==> src/rtl/mv_avalon_loader_p_pkg.sv <==
// Shared types and geometry helpers for the matrix-vector Avalon loader.
// Derives elements per word, words per row and total words from the parameters.
package mv_loader_pkg;

    typedef enum logic [1:0] {
        IDLE = 2'd0,
        RUN  = 2'd1,
        DONE = 2'd2
    } state_t;

    function automatic int calc_epw(input int bus_w, input int elem_w);
        return bus_w / elem_w;
    endfunction

    function automatic int calc_wpr(input int cols, input int epw);
        return (cols + epw - 1) / epw;
    endfunction

    // The extra row of words holds the B vector.
    function automatic int calc_total(input int rows, input int wpr);
        return (rows + 1) * wpr;
    endfunction

endpackage

==> src/rtl/mv_avalon_loader_p_if.sv <==
// Avalon-MM read-only bus between the loader (master) and memory (slave).
interface mv_avalon_loader_p_if #(
    parameter int BUS_W = 64
);
    logic [31:0]      address;
    logic             read;
    logic [BUS_W-1:0] readdata;
    logic             readdatavalid;
    logic             waitrequest;

    modport master (
        output address, read,
        input  readdata, readdatavalid, waitrequest
    );

    modport slave (
        input  address, read,
        output readdata, readdatavalid, waitrequest
    );
endinterface

==> src/rtl/mvl_resp_fifo.sv <==
// Synchronous show-ahead FIFO holding read responses until they are unpacked.
module mvl_resp_fifo #(
    parameter  int DEPTH = 4,
    parameter  int WIDTH = 64,
    localparam int PTR_W = (DEPTH > 1) ? $clog2(DEPTH) : 1,
    localparam int CNT_W = $clog2(DEPTH + 1)
) (
    input  logic             clk,
    input  logic             rst_n,
    input  logic             push,
    input  logic [WIDTH-1:0] wdata,
    input  logic             pop,
    output logic [WIDTH-1:0] rdata,
    output logic [CNT_W-1:0] count,
    output logic             empty,
    output logic             full
);
    logic [WIDTH-1:0] mem [DEPTH];
    logic [PTR_W-1:0] wr_ptr;
    logic [PTR_W-1:0] rd_ptr;
    logic             do_push;
    logic             do_pop;

    function automatic logic [PTR_W-1:0] inc_ptr(input logic [PTR_W-1:0] p);
        return (p == PTR_W'(DEPTH - 1)) ? '0 : p + 1'b1;
    endfunction

    assign do_push = push && !full;
    assign do_pop  = pop && !empty;

    always_ff @(posedge clk or negedge rst_n) begin
        if (!rst_n) begin
            wr_ptr <= '0;
            rd_ptr <= '0;
            count  <= '0;
            // NOTE: the buffer is small and must read back as zero after reset, so it is cleared like any other register.
            for (int i = 0; i < DEPTH; i++) mem[i] <= '0;
        end else begin
            if (do_push) begin
                mem[wr_ptr] <= wdata;
                wr_ptr      <= inc_ptr(wr_ptr);
            end
            if (do_pop) rd_ptr <= inc_ptr(rd_ptr);
            case ({do_push, do_pop})
                2'b10:   count <= count + 1'b1;
                2'b01:   count <= count - 1'b1;
                default: ;
            endcase
        end
    end

    assign rdata = mem[rd_ptr];
    assign empty = (count == '0);
    assign full  = (count == CNT_W'(DEPTH));

endmodule

==> src/rtl/mv_avalon_loader_p.sv <==
// Pipelined Avalon-MM loader: fetches matrix A and vector B, unpacks one element per cycle into FIFOs.
// Optional perf_stall/perf_wait counters are built when MVL_PERF_CNT_EN is defined.
module mv_avalon_loader_p
    import mv_loader_pkg::*;
#(
    parameter int ROWS     = 8,
    parameter int COLS     = 8,
    parameter int ELEM_W   = 8,
    parameter int BUS_W    = 64,
    parameter int MAX_PEND = 4
) (
    input  logic                         clk,
    input  logic                         rst_n,
    input  logic                         start,
    input  logic [31:0]                  cfg_base,
    mv_avalon_loader_p_if.master         avm,
    output logic [ROWS-1:0]              a_wren,
    output logic [ROWS-1:0][ELEM_W-1:0]  a_data,
    output logic                         b_wren,
    output logic [ELEM_W-1:0]            b_data,
    input  logic [ROWS-1:0]              a_full,
    input  logic                         b_full,
    output logic                         busy,
    output logic                         done,
    output logic                         err_rdv,
`ifdef MVL_PERF_CNT_EN
    output logic [31:0]                  perf_stall,
    output logic [31:0]                  perf_wait,
`endif
    output logic [1:0]                   dbg_state
);
    localparam int EPW      = calc_epw(BUS_W, ELEM_W);
    localparam int WPR      = calc_wpr(COLS, EPW);
    localparam int TOTAL    = calc_total(ROWS, WPR);
    localparam int LAST_CNT = COLS - (WPR - 1) * EPW;
    localparam int ISS_W    = $clog2(TOTAL + 1);
    localparam int PEND_W   = $clog2(MAX_PEND + 1);
    localparam int ROW_W    = $clog2(ROWS + 1);
    localparam int CW_W     = (WPR > 1) ? $clog2(WPR) : 1;
    localparam int EI_W     = (EPW > 1) ? $clog2(EPW) : 1;
    localparam logic [EI_W-1:0] FULL_LAST = EI_W'(EPW - 1);
    localparam logic [EI_W-1:0] ROW_LAST  = EI_W'(LAST_CNT - 1);

    if (BUS_W % ELEM_W != 0) begin : g_bad_elem_w
        $error("mv_avalon_loader_p: BUS_W must be a multiple of ELEM_W");
    end
    if (MAX_PEND < 1) begin : g_bad_pend
        $error("mv_avalon_loader_p: MAX_PEND must be at least 1");
    end

    state_t             state_q, state_d;
    logic [31:0]        addr_q;
    logic [ISS_W-1:0]   issued_q;
    logic [PEND_W-1:0]  in_flight_q;
    logic [ROW_W-1:0]   row_q;
    logic [CW_W-1:0]    cw_q;
    logic [EI_W-1:0]    ei_q;
    logic [EI_W-1:0]    last_idx;
    logic [BUS_W-1:0]   fifo_rdata;
    logic [PEND_W-1:0]  fifo_count;
    logic [PEND_W:0]    pend_sum;
    logic [ELEM_W-1:0]  elem;
    logic               fifo_empty, fifo_full;
    logic               start_ok, accept, rdv_ok;
    logic               tgt_full, wr_fire, pop, final_pop;

    assign start_ok  = start && (state_q != RUN);
    assign accept    = avm.read && !avm.waitrequest;
    assign rdv_ok    = avm.readdatavalid && (in_flight_q != '0);
    assign pend_sum  = {1'b0, in_flight_q} + {1'b0, fifo_count};
    assign avm.address = addr_q;

    mvl_resp_fifo #(
        .DEPTH (MAX_PEND),
        .WIDTH (BUS_W)
    ) u_resp_fifo (
        .clk   (clk),
        .rst_n (rst_n),
        .push  (rdv_ok),
        .wdata (avm.readdata),
        .pop   (pop),
        .rdata (fifo_rdata),
        .count (fifo_count),
        .empty (fifo_empty),
        .full  (fifo_full)
    );

    // Target selection: rows 0..ROWS-1 feed A FIFOs, row index ROWS is the B vector.
    always_comb begin
        // NOTE: every combinational output gets a default first so no path leaves it unassigned (no latch).
        tgt_full = b_full;
        for (int r = 0; r < ROWS; r++) begin
            if (row_q == ROW_W'(r)) tgt_full = a_full[r];
        end
        last_idx = (cw_q == CW_W'(WPR - 1)) ? ROW_LAST : FULL_LAST;
    end

    assign wr_fire   = (state_q == RUN) && !fifo_empty && !tgt_full;
    assign pop       = wr_fire && (ei_q == last_idx);
    assign final_pop = pop && (row_q == ROW_W'(ROWS)) && (cw_q == CW_W'(WPR - 1));
    assign elem      = fifo_rdata[ei_q * ELEM_W +: ELEM_W];

    always_ff @(posedge clk or negedge rst_n) begin
        if (!rst_n) begin
            // NOTE: sequential state always uses non-blocking assignments so every register sees pre-edge values.
            state_q <= IDLE;
        end else begin
            state_q <= state_d;
        end
    end

    always_comb begin
        state_d = state_q;
        case (state_q)
            IDLE:    if (start) state_d = RUN;
            RUN:     if (final_pop) state_d = DONE;
            DONE:    if (start) state_d = RUN;
            default: state_d = IDLE;
        endcase
    end

    // Outstanding plus buffered reads never exceed MAX_PEND, so every response has a slot.
    always_comb begin
        busy      = (state_q == RUN);
        done      = (state_q == DONE);
        dbg_state = state_q;
        avm.read  = (state_q == RUN) && (issued_q < ISS_W'(TOTAL))
                    && (pend_sum < (PEND_W + 1)'(MAX_PEND));
    end

    always_ff @(posedge clk or negedge rst_n) begin
        if (!rst_n) begin
            addr_q      <= '0;
            issued_q    <= '0;
            in_flight_q <= '0;
            row_q       <= '0;
            cw_q        <= '0;
            ei_q        <= '0;
            err_rdv     <= 1'b0;
        end else begin
            if (avm.readdatavalid && (in_flight_q == '0)) err_rdv <= 1'b1;
            case ({accept, rdv_ok})
                2'b10:   in_flight_q <= in_flight_q + 1'b1;
                2'b01:   in_flight_q <= in_flight_q - 1'b1;
                default: ;
            endcase
            if (start_ok) begin
                addr_q   <= cfg_base;
                issued_q <= '0;
                row_q    <= '0;
                cw_q     <= '0;
                ei_q     <= '0;
            end else begin
                if (accept) begin
                    addr_q   <= addr_q + 32'd1;
                    issued_q <= issued_q + 1'b1;
                end
                if (pop) begin
                    ei_q <= '0;
                    if (cw_q == CW_W'(WPR - 1)) begin
                        cw_q  <= '0;
                        row_q <= row_q + 1'b1;
                    end else begin
                        cw_q <= cw_q + 1'b1;
                    end
                end else if (wr_fire) begin
                    ei_q <= ei_q + 1'b1;
                end
            end
        end
    end

    always_ff @(posedge clk or negedge rst_n) begin
        if (!rst_n) begin
            a_wren <= '0;
            a_data <= '0;
            b_wren <= 1'b0;
            b_data <= '0;
        end else begin
            a_wren <= '0;
            b_wren <= 1'b0;
            if (wr_fire) begin
                if (row_q == ROW_W'(ROWS)) begin
                    b_wren <= 1'b1;
                    b_data <= elem;
                end else begin
                    a_wren <= ROWS'(1) << row_q;
                    a_data <= {ROWS{elem}};
                end
            end
        end
    end

`ifdef MVL_PERF_CNT_EN
    always_ff @(posedge clk or negedge rst_n) begin
        if (!rst_n) begin
            perf_stall <= '0;
            perf_wait  <= '0;
        end else if (start_ok) begin
            perf_stall <= '0;
            perf_wait  <= '0;
        end else begin
            if ((state_q == RUN) && !fifo_empty && tgt_full && (perf_stall != '1))
                perf_stall <= perf_stall + 32'd1;
            if (avm.read && avm.waitrequest && (perf_wait != '1))
                perf_wait <= perf_wait + 32'd1;
        end
    end
`endif

endmodule

==> src/flat_wrapper.sv <==
// flat-port wrapper written by rule: the top's interface ports become plain ports
module mv_avalon_loader_p_flat import mv_loader_pkg::*;
#(
    parameter int ROWS     = 8,
    parameter int COLS     = 8,
    parameter int ELEM_W   = 8,
    parameter int BUS_W    = 64,
    parameter int MAX_PEND = 4
)
  (clk, rst_n, start, cfg_base, a_wren, a_data, b_wren, b_data, a_full, b_full, busy, done, err_rdv, dbg_state, avm_address, avm_read, avm_readdata, avm_readdatavalid, avm_waitrequest);
  mv_avalon_loader_p_if #(.BUS_W(BUS_W)) avm_i ();
  input  logic clk;
  input  logic rst_n;
  input  logic start;
  input  logic [31:0] cfg_base;
  output logic [ROWS-1:0] a_wren;
  output logic [ROWS-1:0][ELEM_W-1:0] a_data;
  output logic b_wren;
  output logic [ELEM_W-1:0] b_data;
  input  logic [ROWS-1:0] a_full;
  input  logic b_full;
  output logic busy;
  output logic done;
  output logic err_rdv;
  output logic [1:0] dbg_state;
  output wire logic [$bits(avm_i.address)-1:0] avm_address;
  output wire logic [$bits(avm_i.read)-1:0] avm_read;
  input wire logic [$bits(avm_i.readdata)-1:0] avm_readdata;
  input wire logic [$bits(avm_i.readdatavalid)-1:0] avm_readdatavalid;
  input wire logic [$bits(avm_i.waitrequest)-1:0] avm_waitrequest;
  assign avm_address = avm_i.address;
  assign avm_read = avm_i.read;
  assign avm_i.readdata = avm_readdata;
  assign avm_i.readdatavalid = avm_readdatavalid;
  assign avm_i.waitrequest = avm_waitrequest;
  mv_avalon_loader_p #(.ROWS(ROWS), .COLS(COLS), .ELEM_W(ELEM_W), .BUS_W(BUS_W), .MAX_PEND(MAX_PEND)) u_core (.clk(clk), .rst_n(rst_n), .start(start), .cfg_base(cfg_base), .avm(avm_i), .a_wren(a_wren), .a_data(a_data), .b_wren(b_wren), .b_data(b_data), .a_full(a_full), .b_full(b_full), .busy(busy), .done(done), .err_rdv(err_rdv), .dbg_state(dbg_state));
endmodule
==> config.mk <==
export PLATFORM = sky130hd
export DESIGN_NAME = mv_avalon_loader_p_flat
export DESIGN_NICKNAME = d
export VERILOG_FILES = /design/src/rtl/mv_avalon_loader_p_pkg.sv /design/src/rtl/mv_avalon_loader_p_if.sv /design/src/rtl/mvl_resp_fifo.sv /design/src/rtl/mv_avalon_loader_p.sv /design/src/flat_wrapper.sv
export SDC_FILE = /design/constraint.sdc
export NUM_CORES = 1
export LEC_CHECK = 0
export BUFFER_PORTS_ARGS = -buffer_cell sky130_fd_sc_hd__buf_2
export CORE_MARGIN = 1
export CORE_UTILIZATION = 25
export DETAILED_ROUTE_END_ITERATION = 7
export PLACE_DENSITY = 0.53
export SETUP_SLACK_MARGIN = 0.5
export SLEW_MARGIN = 20
export SYNTH_ARGS = -nofsm -noshare
export SYNTH_HDL_FRONTEND = slang
export SYNTH_SLANG_ARGS = --single-unit
export TNS_END_PERCENT = 1
==> constraint.sdc <==
create_clock -name clk -period 3 [get_ports clk]
set_input_delay 0 -clock clk [delete_from_list [all_inputs] [get_ports clk]]
set_output_delay 0 -clock clk [all_outputs]
set_load 0.01 [all_outputs]
# After elaboration in Yosys (flattened, before gate mapping)
# Index checks and enable logic that the tools add are counted.
dict set report op_classes {
  n_mux 38
  addsub 12
  n_reduce_logical 33
  order_cmp 5
  bitwise 4
  eq_ne 22
  shifts 2
}
# cell count
set ops {}
lappend ops {{bitwise mux 256 bit} 1}
lappend ops {{two-way mux 64 bit} 3}
lappend ops {{binary-select mux 64 bit (select 2 bit)} 1}
lappend ops {{demux 64 bit (select 2 bit)} 1}
lappend ops {{two-way mux 32 bit} 2}
lappend ops {{indexed part select 64 x 7 -> 8 bit} 1}
lappend ops {{adder 32 x 1 -> 32 bit, second input constant} 1}
lappend ops {{two-way mux 4 bit} 5}
lappend ops {{== test 4 x 3 -> 1 bit, second input constant} 4}
lappend ops {{two-way mux 8 bit} 2}
lappend ops {{logical AND 1 bit} 14}
lappend ops {{two-way mux 1 bit} 13}
lappend ops {{case mux 3 bit (2 select lines)} 2}
lappend ops {{== test 2 bit, second input constant} 5}
lappend ops {{adder 3 x 1 -> 3 bit, second input constant} 3}
lappend ops {{two-way mux 3 bit} 3}
lappend ops {{adder 4 x 1 -> 4 bit, second input constant} 2}
lappend ops {{== test 4 x 2 -> 1 bit, second input constant} 2}
lappend ops {{two-way mux 2 bit} 4}
lappend ops {{AND reduction 2 bit} 4}
lappend ops {{nonzero test 2 bit} 4}
lappend ops {{left shift 1 x 4 -> 8 bit, first input constant} 1}
lappend ops {{== test 2 x 1 -> 1 bit, second input constant} 3}
lappend ops {{== test 3 bit, second input constant} 2}
lappend ops {{other kinds (21)} 33}
dict set report word_totals {
  elab_cells 135
  out_inout_bits 119
  input_bits 110
  reg_bits 338
}

# Logic depth before layout (Yosys ltp)
# Gate-level depths: netlist (run 1).
dict set report logic_depth {
  word_depth 16
  mapped_depth 14
  mapped_depth_nobuf 14
}

# By module
# A second synthesis (run 1) with hierarchy kept.
dict set report unflattened {
  hier_cells 1124
  area_unflattened_um2 16204.3
}
# module cells_per_inst n_inst seq_area_each_um2 area_each_um2
set by_module_without_submodules {}
lappend by_module_without_submodules {mvl_resp_fifo 657 1 6581.3 11567.3}
lappend by_module_without_submodules {mv_avalon_loader_p 467 1 1851.8 4636.9}

# Worst setup path after synthesis (run 1)
# OpenSTA, ideal clock, no wires.
dict set report synth_path {
  kind {register to register}
  startpoint {register u_core.u_resp_fifo.count[2]}
  endpoint {register u_core.in_flight_q[1]}
  t_arrival_ps 2698
  slack_ps 220
  n_path_buf 1
  path_stages_with_launch 11
  period_less_slack_ps 2780
  setup_ps 83
  t_required_ps 2917
  path_cell_list {dfrtp_1 -> ha_1 -> or2_1 -> or4_1 -> clkbuf_2 -> nor2_1 -> inv_1 -> ha_1 -> inv_1 -> fa_1 -> o21ai_0}
}
dict set report synth_between {
  elab_chain_cells 6
  word_cells_on_any_way 8
  classes_between {add/sub: 1; order compare: 1; eq/ne: 2; mux: 1; reduce/logical: 3}
}
# item line
set synth_rtl {}
lappend synth_rtl {{from (decl)} mvl_resp_fifo.sv:14} ;# output logic [CNT_W-1:0] count,
lappend synth_rtl {{from (signal assigned)} mvl_resp_fifo.sv:45} ;# 2'b10: count <= count + 1'b1;
lappend synth_rtl {{from (signal assigned)} mvl_resp_fifo.sv:46} ;# 2'b01: count <= count - 1'b1;
lappend synth_rtl {{adder 3 x 3 -> 4 bit *} mv_avalon_loader_p.sv:70} ;# assign pend_sum = {1'b0, in_flight_q} + {1'b0, fifo_count};
lappend synth_rtl {{< comparator 4 x 3 -> 1 bit *} mv_avalon_loader_p.sv:128} ;# && (pend_sum < (PEND_W + 1)'(MAX_PEND));
lappend synth_rtl {{logical AND 1 bit *} mv_avalon_loader_p.sv:128}
lappend synth_rtl {{logical AND 1 bit *} mv_avalon_loader_p.sv:68} ;# assign accept = avm.read && !avm.waitrequest;
lappend synth_rtl {{== test 2 x 1 -> 1 bit / == test 2 bit (equally long branches)} mv_avalon_loader_p.sv:142} ;# case ({accept, rdv_ok})
lappend synth_rtl {{case mux 3 bit (2 select lines) / nonzero test 2 bit (equally long branches)} n/a}
lappend synth_rtl {{to (signal assigned)} mv_avalon_loader_p.sv:143} ;# 2'b10: in_flight_q <= in_flight_q + 1'b1;
lappend synth_rtl {{to (signal assigned)} mv_avalon_loader_p.sv:144} ;# 2'b01: in_flight_q <= in_flight_q - 1'b1;
lappend synth_rtl {{to (decl)} mv_avalon_loader_p.sv:54} ;# logic [PEND_W-1:0] in_flight_q;
# Mark *: on every way between the ends. The rest lies on a longest branch, timed or not.
# A chain may end at the register's enable or synchronous reset.

# Final worst setup path (run 1)
dict set report layout_path {
  startpoint {register u_core.row_q[1]}
  endpoint {register u_core.u_resp_fifo.count[2]}
}
dict set report layout_between {
  elab_chain_cells 15
  word_cells_on_any_way 24
  classes_between {eq/ne: 9; mux: 9; reduce/logical: 6}
}
# item line
set layout_rtl {}
lappend layout_rtl {{from (decl)} mv_avalon_loader_p.sv:55} ;# logic [ROW_W-1:0] row_q;
lappend layout_rtl {{from (signal assigned)} mv_avalon_loader_p.sv:162} ;# row_q <= row_q + 1'b1;
lappend layout_rtl {{zero test 4 bit} mv_avalon_loader_p.sv:93} ;# if (row_q == ROW_W'(r)) tgt_full = a_full[r];
lappend layout_rtl {{two-way mux 1 bit (7 in a row)} mv_avalon_loader_p.sv:93}
lappend layout_rtl {{two-way mux 1 bit *} mv_avalon_loader_p.sv:93}
lappend layout_rtl {{zero test 1 bit *} mv_avalon_loader_p.sv:98} ;# assign wr_fire = (state_q == RUN) && !fifo_empty && !tgt_full;
lappend layout_rtl {{logical AND 1 bit *} mv_avalon_loader_p.sv:98}
lappend layout_rtl {{logical AND 1 bit *} mv_avalon_loader_p.sv:99} ;# assign pop = wr_fire && (ei_q == last_idx);
lappend layout_rtl {{logical AND 1 bit *} mvl_resp_fifo.sv:29} ;# assign do_pop = pop && !empty;
lappend layout_rtl {{net u_core.u_resp_fifo.do_pop} mvl_resp_fifo.sv:22} ;# logic do_pop;
lappend layout_rtl {{== test 2 x 1 -> 1 bit / == test 2 bit (equally long branches)} mvl_resp_fifo.sv:44} ;# case ({do_push, do_pop})
lappend layout_rtl {{case mux 3 bit (2 select lines) / nonzero test 2 bit (equally long branches)} n/a}
# The timed path passes the listed nets; every way through them passes the cells marked *.

==> flow_summary.ini, run 1 <==
[detailed_routing]
via_count = 10948
vias_per_cell = 4.53
initialDrtViolationCount = 478
drt_pass1_iterations = 5
drc = 0
drt_wl_total_mm = 43.6
wl_per_cell_um = 18.0
drtAntennaViolNets = 0

[logic_synthesis]
yosys.area_share.simple_pct = 6.05
yosysMostFrequentCell = dfrtp_1
synth_compound_area_share_pct = 5.22
yosys-top-cells-count = 337 x dfrtp_1, 275 x mux2_2, 60 x mux2i_1
synth_top_area_share_pct = 52.6
synth_top_area_cell = dfrtp_1
synthMuxAreaShare_pct = 27.5
postSynth.asyncResetShare_pct = 100
syn_inst = 1222
synth_seq_cells = 337
syn_nets = 1354
synth_edf_count = 0
synthFlopType = dfrtp_1
synth_adder_area_share_pct = 1.81
yosysWarnings = 0
avgSynthCellArea_sq_um = 13.1
ys_seq_area_share_pct = 52.6
syn_area_sq_mm = 0.0160
yosysUniqueCellTypes = 58
synth.area.top_cells = dfrtp_1 53%, mux2_2 19%, mux4_2 4.5%, mux2i_1 3.7%, buf_4 2.6%
synthXorXnorAreaFrac_pct = 1.91
synth_top_family_by_area = multiplexers

[pwr]
ir_drop_mv = 0.449
swShare_pct = 34.4
total_power_mw = 21.9
clockPowerShare_pct = 22.2
p_leak_nw = 8.95
comb_power_share_pct = 41.5
internal-power_mw = 14.3
power_frac_seq_pct = 36.3
p_sw_mw = 7.54
power_density_mw_per_mm2 = 1060

[cts]
cts_buffer_depth = 3
cts.sinks = 337
numCtsBuffers = 40
tritoncts = built
clockRootBuffer = clkbuf_16
h-tree-depth = 2
clkSlewWorstSetupHoldPaths_ns = 0.06
clkLatencyLatePin_ns = 0.58

[critical_path]
path_max_fanout = 5
critPathLaunchType = flip-flop
crit_path_end_kind = flip-flop
cp-startpoint = u_core.row_q[1]
critical_path_required_ns = 3.49
worstPathArrival_ns = 3.12
r2r-start = u_core.row_q[1]
critPathKind = reg2reg

[global_routing]
grt_pass1_vias = 11386
grt_overflow_total = 0
grt_antenna_before_repair = 9
grt_usage_pct = 13.4
grt_pass1_wl_mm = 67.3
grt_max_degree = 85

[final_layout]
area_delta_synth_final_pct = 28.8
fillers = 6257
multi_input_area_sq_mm = 0.00695
seqCellArea_sq_mm = 0.00844
drive_gt1_share_pct = 44.4
final_nets = 1671

[floorplan]
pin_count = 229
num_rows = 92
die_height_um = 255
dieArea_sq_mm = 0.0652
die_w_um = 255
core_area_sq_mm = 0.0632
start_util_pct = 25.4

[place]
hpwl_mm = 29.3
io_buffer_count = 228
gp_congestion = 0.782

[timing]
period_minus_slack_ns = 2.63
fin_crit_sh_pct = 87.6
fmax_ghz = 0.381
finalHoldViolations = 0
setup_tns_ns = 0
finClkSkew_ns = 0.0259
rsz0062_at_grt = true
relSlewSlack_pct = 48.4
tightest_slew_ns = 0.755
slew_viol_final = 0
setup_violations = 0

[outcome]
status = completed

[run]
max_cap_viol_count = 0

[min_path]
hold_class = in2async
[metal layers]
layer  global-route usage, %  vias up  share of wire (%)
met4                    3.93       10                2.2
li1                        -     5003                  -
met1                    17.0     5612                 44
met2                    23.1      254                 49
met3                    2.60       69                4.5
met5                       0        -               0.17
[through the flow]
| stage | instances | util, % | area, sq um | setup slack [ns] | hold slack (ns) |
|---|---|---|---|---|---|
| after CTS | 2413 | 32.7 | 20700 | 0.404 | 0.0264 |
| after detailed placement | 2228 | 28.8 | 18200 | 0.198 | 0.0745 |
| after global placement | 2228 | 28.8 | 18200 | 0.283 | 0.0675 |
| after floorplan | 1222 | - | 16100 | 0.406 | -0.296 |
| final | 2416 | 32.7 | 20700 | 0.373 | 0.0498 |
| after global routing | 2416 | 32.7 | 20700 | 0.246 | 0.0759 |
[path summary, 6_finish.rpt]
check | end | slack (ns) | cells after the start
max | u_core.u_resp_fifo.count[2] | 0.37 | 14
max in group asynchronous | u_core.u_resp_fifo.mem[73] | 1.98 | 3
min | u_core.u_resp_fifo.mem[121] | 0.05 | 2
min reg2reg | u_core.err_rdv | 0.45 | 1
min in group clk | u_core.avm.address[6] | 0.06 | 6
max reg2reg | u_core.u_resp_fifo.count[2] | 0.37 | 14
[final cells by class]
cell class              instances  area share (%)
clock inverters                11           0.672
inverters                      29           0.539
flip-flops and latches        337            40.9
multi-input cells             736            33.7
repair buffers                395            13.5
well taps                     846            5.12
diodes                          3          0.0363
clock buffers                  59            5.58
[sequential cells by signal (all words and copies together) (netlist names), 3 cells and up]
name,cells
u_core.u_resp_fifo.count,3
u_core.ei_q,3
u_core.avm.address,32
u_core.in_flight_q,3
u_core.u_resp_fifo.mem,256
u_core.row_q,4
u_core.a_data,8
u_core.issued_q,4
u_core.b_data,8
u_core.a_wren,8
[kinds of logic (layout without fill, tap and decap cells)]
group,count (synthesis),after routing
mux,367,367
flops,337,337
simple gates,186,186
buf+inv,149,494
compound gates,126,126
xor+xnor,35,35
fa+ha+maj,22,22
other cells,0,3
[cell usage in the layout, fill, tap and decap left out, types with 16 or more instances in the layout]
cell type      synthesis  routed
nand2_1               59      54
mux4_2                32      32
mux2_2               275     275
buf_4                 56      50
a21oi_1               23      22
clkbuf_16              0      41
mux2i_1               60      60
o21ai_0               24      23
buf_2                  3     227
nand3_1               16      16
a22oi_1               24      24
nor2_1                34      31
xnor2_1               23      23
inv_1                 29      25
dfrtp_1              337     333
dlygate4sd3_1          0     107
[critical path, cell delays in order, from the launching register on]
cell and delay [ns]:
dfrtp_2 0.45, inv_4 0.10, ha_4 0.16, nor4b_4 0.21, o21bai_1 0.13, a221oi_2 0.29
o21a_1 0.20, nand2_2 0.07, inv_2 0.06, ha_4 0.12, inv_2 0.03, fa_2 0.32
xor2_1 0.14, nor2_1 0.11, xor2_1 0.14
[what timing repair did]
| action | 4_1_cts | 5_1_grt |
|---|---|---|
| endpoints found under the hold margin | 420 | 0 |
| gates resized for setup | 11 | 1 |
| pin swaps | 11 | 0 |
| hold buffers | 107 | 0 |
| setup endpoints to repair | 44 | 46 |
| setup buffers | 8 | 0 |
[power groups by stage]
stage / combinational (mW) / sequential, mW / clock (mW)
after CTS: 9.23 / 7.94 / 5.02
after detailed placement: 8.96 / 8.02 / 0
after global routing: 9.96 / 8.25 / 5.20
after global placement: 8.84 / 7.90 / 0
after floorplan: 6.61 / 7.63 / 0
final: 9.09 / 7.94 / 4.85
Power figures use the tool's default switching activity.
==> run 2, diff against run 1 <==
Settings changed: CELL_PAD_IN_SITES_DETAIL_PLACEMENT set to 2, CELL_PAD_IN_SITES_GLOBAL_PLACEMENT set to 2, PLACE_DENSITY 0.53 to 0.67.
==> flow_summary.ini, run 2 (synthesis results as in run 1) <==
[cts]
clkSlewWorstSetupHoldPaths_ns = 0.06
numCtsBuffers = 41
clkLatencyLatePin_ns = 0.58
tritoncts = built
cts.sinks = 337
h-tree-depth = 2
clockRootBuffer = clkbuf_16
cts_buffer_depth = 3

[timing]
fin_crit_sh_pct = 87.9
setup_violations = 0
tightest_slew_ns = 0.714
rsz0062_at_grt = true
relSlewSlack_pct = 52.2
setup_tns_ns = 0
period_minus_slack_ns = 2.64
fmax_ghz = 0.379
finClkSkew_ns = 0.0308
finalHoldViolations = 0
slew_viol_final = 0

[pwr]
comb_power_share_pct = 41.7
clockPowerShare_pct = 22.2
power_density_mw_per_mm2 = 1080
ir_drop_mv = 0.435
p_leak_nw = 8.92
power_frac_seq_pct = 36.1
swShare_pct = 35.5
internal-power_mw = 14.4
p_sw_mw = 7.93

[run]
max_cap_viol_count = 0

[global_routing]
grt_antenna_before_repair = 6
grt_overflow_total = 0
grt_pass1_wl_mm = 74.8
grt_pass1_vias = 12432
grt_max_degree = 82
grt_usage_pct = 15.1

[floorplan]
die_w_um = 255
die_height_um = 255
core_area_sq_mm = 0.0632
num_rows = 92
dieArea_sq_mm = 0.0652
start_util_pct = 25.4
pin_count = 229

[final_layout]
top_register = u_core.u_resp_fifo.mem
area_delta_synth_final_pct = 28.6
drive_gt1_share_pct = 44.5
instances_no_fill = 2398
final_cell_area_sq_mm = 0.0206
final_common_cell = dfrtp_1
layout_common_cells = 333 x dfrtp_1, 275 x mux2_2, 227 x buf_2, 99 x dlygate4sd3_1, 60 x mux2i_1
final_nets = 1654
largest_reg_flops = 256

[critical_path]
cp_top_family = compound AO/OA/AOI/OAI gates
critPathKind = reg2reg
critPathLaunchType = flip-flop
critPathBufInv = 3
critical_path.slowest_cell = dfrtp_2
cp_cell_sequence = inv_4, ha_4, nor4b_4, o21bai_1, a221oi_2, o21a_1, nand2_2, inv_2, ha_4, inv_2, fa_2, xor2_1, nor2_1, xor2_1
path_max_fanout = 5
critical_path_required_ns = 3.49
critPathMaxStageDelay_ns = 0.47
crit_path_end_kind = flip-flop
worstPathArrival_ns = 3.13

[detailed_routing]
vias_per_cell = 4.61
wl_per_cell_um = 20.4
drtAntennaViolNets = 0
drt_pass1_iterations = 4
drt_wl_total_mm = 49.0
drc = 0
via_count = 11053
initialDrtViolationCount = 350

[place]
placed_cells = 2215
gp_congestion = 0.764
io_buffer_count = 228
post_dp_cell_area_sq_mm = 0.0181
hpwl_mm = 32.4

[min_path]
hold_class = in2async

[outcome]
status = completed
## run 2: what timing repair did
item | 4_1_cts | 5_1_grt
hold buffers | 99 | 0
hold endpoints to repair | 631 | 0
setup endpoints to repair | 47 | 51
cloned | 1 | 0
setup buffers | 9 | 1
gates resized for setup | 21 | 0
pin swaps | 11 | 3
## run 2: final timing paths
kind                                             from                     endpoint  slack [ns]  cells past startpoint
max in group asynchronous                       rst_n   u_core.u_resp_fifo.mem[19]        2.09                      3
hold / removal                                  rst_n       u_core.avm.address[19]       0.005                      2
setup reg to reg                      u_core.row_q[0]  u_core.u_resp_fifo.count[2]        0.36                     14
min in group clk                      avm_waitrequest        u_core.avm.address[6]        0.08                      6
hold reg to reg            u_core.u_resp_fifo.mem[94]   u_core.u_resp_fifo.mem[94]        0.50                      1
setup / recovery                      u_core.row_q[0]  u_core.u_resp_fifo.count[2]        0.36                     14
## run 2: routing by layer
layer | wire [um] | up-vias | track usage (%)
met5 | 52 | - | 0
met4 | 1180 | 8 | 4.65
met3 | 1930 | 72 | 2.61
met2 | 24500 | 208 | 26.1
met1 | 21400 | 5803 | 19.1
li1 | - | 4962 | -
## run 2: power by group through the flow
stage | Combinational [mW] | Clock [mW] | Sequential, mW
6_report | 9.32 | 4.95 | 8.06
3_5_place_dp | 9.03 | 0 | 8.16
3_3_place_gp | 8.68 | 0 | 7.93
5_1_grt | 10.1 | 5.28 | 8.35
2_1_floorplan | 6.61 | 0 | 7.63
4_1_cts | 9.49 | 5.13 | 8.08
## run 2: area by class of cell
cell class	instances	area (sq um)
inverter	29	114
tap	846	1060
clock inverter	7	119
antenna	3	7.51
fill	6617	42600
timing repair buffer	376	2660
sequential	337	8440
multi-input combinational	737	6990
clock buffer	63	1230
## run 2: per-stage QoR
stage                     power (mW)  util (%)  hold WS [ns]  worst slack [ns]
after floorplan                 14.2         -        -0.296             0.406
after global placement          16.6      28.6        0.0132             0.279
after detailed placement        17.2      28.6        0.0224             0.180
after CTS                       22.7      32.6       0.00542             0.367
after global routing            23.8      32.6        0.0288             0.175
final                           22.3      32.6       0.00495             0.364
==> run 3, diff against run 2 <==
Settings changed: BUFFER_PORTS_ARGS -buffer_cell sky130_fd_sc_hd__buf_2 to -buffer_cell sky130_fd_sc_hd__buf_4.
==> flow_summary.ini, run 3 (synthesis results as in run 1) <==
[final_layout]
area_delta_synth_final_pct = 33.4
fillers = 6502
largest_reg_flops = 256
layout_common_cells = 333 x dfrtp_1, 276 x buf_4, 275 x mux2_2, 99 x dlygate4sd3_1, 60 x mux2i_1
fin_util_pct = 33.9
final_nets = 1671
drive_gt1_share_pct = 45.4
instances_no_fill = 2420
top_register = u_core.u_resp_fifo.mem
final_common_cell = dfrtp_1
final_cell_area_sq_mm = 0.0214

[global_routing]
grt_usage_pct = 15.3
grt_pass1_vias = 12617
grt_max_degree = 106
grt_pass1_wl_mm = 75.8
grt_antenna_before_repair = 5
grt_overflow_total = 0

[pwr]
power_density_mw_per_mm2 = 1080
p_leak_nw = 9.19
ir_drop_mv = 0.648

[detailed_routing]
vias_per_cell = 4.60
drc = 0
wl_met1_mm = 21.3
wl_met3_mm = 2.24
drtAntennaViolNets = 0
route.met2.wl_mm = 25.2
via_count = 11123
top_layer_used = met5
drt_wl_total_mm = 50.0
initialDrtViolationCount = 295
drt_pass1_iterations = 4
wl_per_cell_um = 20.7

[timing]
relSlewSlack_pct = 36.2
setup_tns_ns = 0
fin_crit_sh_pct = 88.0
fmax_ghz = 0.379
slew_viol_final = 0
tightest_slew_ns = 0.958
rsz0062_at_grt = true
finClkSkew_ns = 0.0384
period_minus_slack_ns = 2.64
finalHoldViolations = 0
setup_violations = 0

[critical_path]
crit_path_end_kind = flip-flop
critical_path.slowest_cell = or4_4
critPathMaxStageDelay_ns = 0.53
worstPathArrival_ns = 3.09
r2r_cells = 13
ff2ff_setup_slack_ns = 0.36
r2r-start = u_core.row_q[0]
rr_endpoint = u_core.u_resp_fifo.count[2]
cp_cell_sequence = ha_4, or4_4, o21ai_2, a221oi_2, o21a_1, nand2_2, inv_2, ha_4, inv_2, fa_2, xor2_1, nor2_1, xor2_1
path_max_fanout = 4
critPathBufInv = 2
cp_top_family = simple AND/OR/NAND/NOR gates
critical_path_required_ns = 3.45
critPathLaunchType = flip-flop
critPathKind = reg2reg

[floorplan]
die_height_um = 255
dieArea_sq_mm = 0.0652
start_util_pct = 25.4
pin_count = 229
num_rows = 92
die_w_um = 255
core_area_sq_mm = 0.0632

[min_path]
hold_class = in2reg
hold_start = avm_waitrequest
hold_depth = 6
hold_path_end = u_core.avm.address[6]

[outcome]
status = completed

[cts]
cts.sinks = 337
cts_buffer_depth = 3
tritoncts = built
numCtsBuffers = 42
clockRootBuffer = clkbuf_16
h-tree-depth = 2
clkSlewWorstSetupHoldPaths_ns = 0.06
clkLatencyLatePin_ns = 0.59

[place]
post_dp_cell_area_sq_mm = 0.0188
io_buffer_count = 228
placed_cells = 2229
gp_congestion = 0.750
hpwl_mm = 33.2

[run]
max_cap_viol_count = 0
[run 3: cell count changes in the layout (fill, tap and decap cells not counted), sizes merged]
cell / previous run / this run
diode: 3 / 5
inv: 30 / 29
or4: 5 / 4
buf: 277 / 294
clkinv: 5 / 7
clkinvlp: 0 / 3
[run 3: cell type report]
cell class,count,area [sq um],area share [%]
flip-flops and latches,337,8440,39.5
inverters,29,114,0.532
clock inverters,11,141,0.661
well taps,846,1060,4.95
clock buffers,63,1250,5.85
multi-input cells,736,6990,32.7
diodes,5,12.5,0.0585
repair buffers,393,3390,15.8
[run 3: metal layers]
layer	vias up	global-route usage [%]
li1	4981	-
met1	5846	18.8
met2	221	27.1
met3	73	2.77
met4	2	4.91
met5	-	0
[run 3: stage by stage]
step / setup slack (ns) / hold WS, ns / power (mW)
5_1_grt: 0.238 / 0.0845 / 24.5
4_1_cts: 0.378 / 0.0189 / 23.4
2_1_floorplan: 0.406 / -0.296 / 14.2
3_3_place_gp: 0.285 / 0.138 / 17.2
3_5_place_dp: 0.158 / 0.142 / 17.8
6_report: 0.359 / 0.0503 / 23.0
[run 3: worst max-delay path by stage]
stage	slack [ns]	cells after the start	from	endpoint
CTS	0.38	14	u_core.row_q[1]	u_core.u_resp_fifo.count[2]
floorplan	0.41	13	u_core.row_q[1]	u_core.u_resp_fifo.count[2]
global route	0.24	14	u_core.row_q[0]	u_core.u_resp_fifo.count[2]
finish	0.36	13	u_core.row_q[0]	u_core.u_resp_fifo.count[2]
global placement	0.28	14	u_core.row_q[1]	u_core.u_resp_fifo.count[2]
detailed placement	0.16	14	u_core.row_q[1]	u_core.u_resp_fifo.count[2]
[run 3: tightest hold or removal path: stages]
cell     delay (ns)
buf_4          0.08
or4_4          0.12
buf_6          0.12
nor3b_1        0.09
nand4_1        0.10
a21oi_1        0.06
[run 3: power by group]
part           total (mW)  internal [mW]  switching [mW]
combinational        9.88           5.29            4.59
clock                5.06           2.99            2.08
sequential           8.08           6.66            1.42
total                23.0           14.9            8.09
[run 3: what timing repair did]
item                       in CTS  in global routing
resized for setup              20                  5
buffers inserted               13                  0
hold buffers                   99                  0
hold endpoints to repair      393                  0
setup endpoints to repair      47                 48
pin swaps                      11                  1
